<file path="config.mk">
export PLATFORM = sky130hd
export DESIGN_NAME = fetch_unit
export DESIGN_NICKNAME = d
export VERILOG_FILES = /design/src/rtl/fetch_unit_pkg.sv /design/src/rtl/fetch_queue.sv /design/src/rtl/fetch_unit.sv
export SDC_FILE = /design/constraint.sdc
export NUM_CORES = 1
export LEC_CHECK = 0
export BUFFER_PORTS_ARGS = -buffer_cell sky130_fd_sc_hd__buf_2
export CAP_MARGIN = 20
export CORE_UTILIZATION = 45
export DETAILED_ROUTE_END_ITERATION = 10
export PLACE_DENSITY = 0.78
export SYNTH_ARGS = -nofsm -noshare
export SYNTH_HDL_FRONTEND = slang
export SYNTH_SLANG_ARGS = --single-unit
</file>
<file path="constraint.sdc">
create_clock -name clk -period 11.1 [get_ports clk]
set_clock_uncertainty 0.15 [all_clocks]
set_input_delay 0 -clock clk [delete_from_list [all_inputs] [get_ports clk]]
set_output_delay 0 -clock clk [all_outputs]
set_load 0.1 [all_outputs]
</file>
<file path="src/rtl/fetch_unit_pkg.sv">
// Shared fetch-stage constants, queue entry layout and FSM encodings.
package fetch_unit_pkg;

    localparam int unsigned XLEN     = 32;
    localparam int unsigned ILEN     = 32;
    localparam int unsigned PC_STEP  = 4;
    localparam int unsigned FQ_DEPTH = 2;

    localparam logic [1:0] S_RUN   = 2'd0;
    localparam logic [1:0] S_STALL = 2'd1;
    localparam logic [1:0] S_FLUSH = 2'd2;

    typedef struct packed {
        logic [XLEN-1:0] pc;
        logic [ILEN-1:0] instr;
    } fetch_entry_t;

    // Redirect targets are forced onto a word boundary.
    function automatic logic [XLEN-1:0] align_word(input logic [XLEN-1:0] addr);
        return {addr[XLEN-1:2], 2'b00};
    endfunction

endpackage

</file>
<file path="src/rtl/fetch_queue.sv">
// Small synchronous FIFO of fetched {pc, instr} entries with flush; flush wins over push/pop.
module fetch_queue
    import fetch_unit_pkg::*;
#(
    parameter int unsigned DEPTH = FQ_DEPTH
) (
    input  logic                         clk,
    input  logic                         reset,
    input  logic                         push_i,
    input  fetch_entry_t                 push_data_i,
    input  logic                         pop_i,
    input  logic                         flush_i,
    output fetch_entry_t                 head_o,
    output logic                         empty_o,
    output logic [$clog2(DEPTH):0]       count_o
);

    localparam int unsigned AW = $clog2(DEPTH);
    localparam int unsigned CW = AW + 1;

    fetch_entry_t    mem_q [DEPTH];
    logic [AW-1:0]   wr_ptr_q, wr_ptr_d;
    logic [AW-1:0]   rd_ptr_q, rd_ptr_d;
    logic [CW-1:0]   count_q, count_d;
    logic            full;
    logic            push_ok;
    logic            pop_ok;

    assign full    = (count_q == CW'(DEPTH));
    assign empty_o = (count_q == '0);
    assign count_o = count_q;
    assign head_o  = mem_q[rd_ptr_q];

    assign pop_ok  = pop_i & ~empty_o;
    assign push_ok = push_i & (~full | pop_ok);

    always_comb begin
        wr_ptr_d = wr_ptr_q;
        rd_ptr_d = rd_ptr_q;
        count_d  = count_q;
        if (flush_i) begin
            wr_ptr_d = '0;
            rd_ptr_d = '0;
            count_d  = '0;
        end else begin
            if (push_ok) wr_ptr_d = AW'(wr_ptr_q + AW'(1));
            if (pop_ok)  rd_ptr_d = AW'(rd_ptr_q + AW'(1));
            count_d = CW'(count_q + CW'(push_ok) - CW'(pop_ok));
        end
    end

    always_ff @(posedge clk or posedge reset) begin
        if (reset) begin
            wr_ptr_q <= '0;
            rd_ptr_q <= '0;
            count_q  <= '0;
        end else begin
            wr_ptr_q <= wr_ptr_d;
            rd_ptr_q <= rd_ptr_d;
            count_q  <= count_d;
        end
    end

    // Payload storage needs no reset; occupancy is tracked by the pointers.
    always_ff @(posedge clk) begin
        if (push_ok && !flush_i) begin
            mem_q[wr_ptr_q] <= push_data_i;
        end
    end

endmodule

</file>
<file path="src/rtl/fetch_unit.sv">
// Instruction-fetch stage: credit-limited issue to a 1-cycle imem, PC steering,
// redirect flush and a small output queue towards decode.
module fetch_unit
    import fetch_unit_pkg::*;
#(
    parameter int unsigned DEPTH = FQ_DEPTH
) (
    input  logic            clk,
    input  logic            reset,
    input  logic [XLEN-1:0] pc_cur,
    output logic [XLEN-1:0] pc_next,
    output logic            imem_en,
    output logic [XLEN-1:0] imem_addr,
    input  logic [XLEN-1:0] imem_rdata,
    input  logic            redirect_valid,
    input  logic [XLEN-1:0] redirect_target,
    input  logic            fetch_enable,
    output logic            out_valid,
    input  logic            out_ready,
    output logic [XLEN-1:0] out_instr,
    output logic [XLEN-1:0] out_pc,
    output logic            misalign
);

    localparam int unsigned QCW = $clog2(DEPTH) + 1;
    localparam int unsigned CRW = QCW + 1;

    logic [1:0]      state_q, state_d;
    logic            inflight_q, inflight_d;
    logic            drop_q, drop_d;
    logic [XLEN-1:0] tag_q, tag_d;

    fetch_entry_t    q_head;
    fetch_entry_t    q_push_data;
    logic            q_empty;
    logic [QCW-1:0]  q_count;
    logic            q_push;
    logic            pop;
    logic            issue;
    logic [CRW-1:0]  credit_used;

    assign out_valid = ~q_empty & ~redirect_valid;
    assign pop       = out_valid & out_ready;
    assign out_pc    = q_head.pc;
    assign out_instr = q_head.instr;

    // Entries held plus the one in flight, minus the one leaving this cycle.
    assign credit_used = CRW'(CRW'(q_count) + CRW'(inflight_q) - CRW'(pop));
    assign issue       = ~reset & fetch_enable & ~redirect_valid
                       & (credit_used < CRW'(DEPTH));

    assign imem_en   = issue;
    assign imem_addr = pc_cur;
    assign misalign  = ~reset & redirect_valid & (|redirect_target[1:0]);

    assign q_push            = inflight_q & ~drop_q;
    assign q_push_data.pc    = tag_q;
    assign q_push_data.instr = imem_rdata;

    always_comb begin
        pc_next = pc_cur;
        if (redirect_valid) begin
            pc_next = align_word(redirect_target);
        end else if (issue) begin
            pc_next = XLEN'(pc_cur + XLEN'(PC_STEP));
        end
    end

    // State/flag next values; a redirect re-arms drop for any response still in flight.
    always_comb begin
        state_d    = state_q;
        inflight_d = issue;
        drop_d     = 1'b0;
        tag_d      = issue ? pc_cur : tag_q;
        case (state_q)
            S_RUN:   state_d = issue ? S_RUN : S_STALL;
            S_STALL: state_d = issue ? S_RUN : S_STALL;
            S_FLUSH: state_d = S_RUN;
            default: state_d = S_RUN;
        endcase
        if (redirect_valid) begin
            state_d = S_FLUSH;
            drop_d  = inflight_q;
        end
    end

    always_ff @(posedge clk or posedge reset) begin
        if (reset) begin
            state_q    <= S_RUN;
            inflight_q <= 1'b0;
            drop_q     <= 1'b0;
            tag_q      <= '0;
        end else begin
            state_q    <= state_d;
            inflight_q <= inflight_d;
            drop_q     <= drop_d;
            tag_q      <= tag_d;
        end
    end

    fetch_queue #(
        .DEPTH (DEPTH)
    ) u_queue (
        .clk         (clk),
        .reset       (reset),
        .push_i      (q_push),
        .push_data_i (q_push_data),
        .pop_i       (pop),
        .flush_i     (redirect_valid),
        .head_o      (q_head),
        .empty_o     (q_empty),
        .count_o     (q_count)
    );

endmodule

</file>
==> results.json <==
{
  "status": "complete, no violations",
  "finalCritPeriodShare_pct": 51.7,
  "peakVddDrop_mv": 0.0982,
  "route.met3.wl_um": 1300,
  "synthArstFlopShare_pct": 22.9,
  "path_max_fanout": 27,
  "top_layer": "met4",
  "setup_violations": 0,
  "drive_above_1_share_pct": 46.2,
  "cts_tree": "done",
  "die_y_um": 130,
  "hold-worst-slack_ps": 157,
  "crit_chain": "dlygate4sd3_1 > buf_2 > nor2_1 > and2_1 > ha_1 > nand2b_1 > fa_1 > nor4bb_1 > nand4_1 > or4_1 > a31oi_1 > buf_2",
  "design.die.area_um2": 17000,
  "yosysWarnings": 0,
  "ys_seq_area_share_pct": 64.6,
  "grt_setup_unrepaired": "false",
  "place.gp.congestion": 0.815,
  "drc_errors": 0,
  "synth_common_cells": "128 x edfxtp_1, 94 x mux2_2, 38 x dfrtp_1",
  "met1_length_um": 7510,
  "wl_met2_um": 9680,
  "io_buffers": 231,
  "dp_hpwl_um": 11900,
  "slew_violations": 0,
  "core_um2": 16000,
  "cts_resized": 0,
  "clockRootBuffer": "clkbuf_16",
  "drv_cap": 0,
  "drt-initial-drc-count": 233,
  "worst_pin_slew_ps": 1040,
  "rows": 46,
  "avgRoutedWirePerCell_um": 18.8,
  "power_leakage_nw": 3.88,
  "grt_usage_pct": 22.5,
  "cts_buffer_depth": 2,
  "max_stage_delay_ps": 1040,
  "cts.hold.buffers_added": 67,
  "tns_ps": 0,
  "nets": 886,
  "postCtsSetupRepairBufs": 0,
  "antenna_found_initial": 2,
  "crit_path_start_kind": "primary input",
  "grt_first_pass_wirelength_um": 28000,
  "final-hold-violation-count": 0,
  "syn2layout_area_growth_pct": 32.5,
  "via_per_inst": 5.30,
  "synth_fp_nets": 625,
  "synth_top_area_share_pct": 51.8,
  "drt.antenna.violating_nets": 0,
  "cp-end-kind": "primary output",
  "required_ps": 10950,
  "clk_latency_ps": 410,
  "cts_buffers": 17,
  "die_w_um": 130,
  "avgSynthCellArea_um2": 14.3,
  "routed_wl_um": 19000,
  "syn_area_um2": 7430,
  "ios": 232,
  "max_freq_mhz": 174,
  "relSlewSlack_pct": 30.3,
  "netlist_top_cells_area": "edfxtp_1 52%, mux2_2 14%, dfrtp_1 13%, buf_4 3.2%, a31oi_1 1.8%",
  "path_common_cell": "buf_2",
  "overflow": 0,
  "cts_max_level": 4,
  "p_per_area_nw_per_um2": 206,
  "grt_pass1_vias": 5494,
  "cts_sinks": 166,
  "first_pass_iters": 8,
  "crit_arrival_ps": 5580,
  "clkTransAtPathRegs_ps": 70,
  "netlist_instances": 519,
  "grt_max_degree": 65,
  "ys_types": 38,
  "synth_flop_cell": "edfxtp_1",
  "vias": 5345,
  "yosys.area.top_type": "edfxtp_1",
  "synth-seq-cells": 166,
  "critPathKind": "in2out",
  "fin_crit_ps": 5730,
  "initial_core_util_pct": 46.4,
  "yosysMostFrequentCell": "edfxtp_1",
  "synth_edf_count": 128,
  "hold_class": "in2reg",
  "slowest_stage": "nand4_1"
}
-- cell families after synthesis --
family / Yosys count / synth area share, %
AO/OA/AOI/OAI: 55 / 4.75
XOR/XNOR: 12 / 1.42
adder cells (fa/ha/maj): 5 / 0.943
buffers and inverters: 68 / 5.22
flip-flops: 166 / 64.6
multiplexers: 96 / 14.5
AND/OR/NAND/NOR: 117 / 8.59
-- layout by cell type, fill, tap and decap left out, types with 3 or more instances in the layout --
cell             n
dfrtp_1         37
and2_1           4
buf_4            3
nand2_1         19
nand2b_1         3
o21ai_0         14
inv_1            8
buf_2          231
inv_6            6
or4_1           17
or3_1            5
and3_1           5
o31ai_1         16
nor2b_1          3
mux2_2          94
nand4_1         10
nor2_1          28
nor4_1           3
ha_1             4
a31oi_1         21
dlygate4sd3_1   67
bufinv_16        4
edfxtp_1       128
xor2_1           6
clkbuf_16       17
nand3_1          9
xnor2_1          6
-- flip-flops by register name, summed over array words and instances, names as in the netlist --
register and count:
inflight_q 1, u_queue.count_o 2, u_queue.mem_q 128, drop_q 1, tag_q 32, u_queue.rd_ptr_q 1
u_queue.wr_ptr_q 1
-- where the power goes --
part / switching [W] / internal, W / total, W / leakage (nW)
clock: 0.000243 / 0.000383 / 0.000626 / 0.309
sequential: 0.0000466 / 0.000773 / 0.000820 / 1.62
combinational: 0.000440 / 0.000145 / 0.000586 / 1.95
total: 0.000731 / 0.00130 / 0.00203 / 3.88
-- worst max-delay path: cells and delay by family --
family | cells | cell delay [ps]
AO/OA/AOI/OAI | 1 | 180
buffers and inverters | 3 | 1400
AND/OR/NAND/NOR | 6 | 3220
adder cells (fa/ha/maj) | 2 | 760
-- final timing paths --
path / cells past startpoint / start / end / slack (ps)
min reg2reg: 0 / tag_q[4] / u_queue.mem_q[0][36] / 310
min in group asynchronous: 3 / reset / tag_q[1] / 260
max: 12 / redirect_valid / pc_next[16] / 5370
max in group asynchronous: 3 / reset / u_queue.rd_ptr_q / 9920
max reg2reg: 9 / u_queue.count_o[1] / tag_q[30] / 6770
min: 2 / imem_rdata[28] / u_queue.mem_q[1][28] / 160
-- final cells by class --
type / instances / area [µm²]
inverter: 9 / 33.8
timing repair buffer: 301 / 1850
antenna: 1 / 2.50
fill: 1224 / 6160
sequential: 166 / 4800
tap: 216 / 270
clock inverter: 14 / 208
clock buffer: 17 / 425
multi-input combinational: 285 / 2260
-- metrics by stage --
stage	worst slack, ps	cells	power (W)	area (µm²)	util, %
2_1_floorplan	4650	519	0.00130	7430	-
3_3_place_gp	6130	910	0.00138	8540	53.3
3_5_place_dp	5840	910	0.00140	8540	53.3
4_1_cts	5380	1008	0.00204	9840	61.5
5_1_grt	5100	1008	0.00210	9840	61.5
6_report	5370	1009	0.00203	9840	61.5
-- routing by layer --
metal | track usage (%) | up-vias
li1 | - | 2469
met1 | 25.2 | 2600
met2 | 40.6 | 241
met3 | 5.29 | 35
met4 | 10.2 | 0
met5 | 0 | -
(Power assumes the default switching activity.)
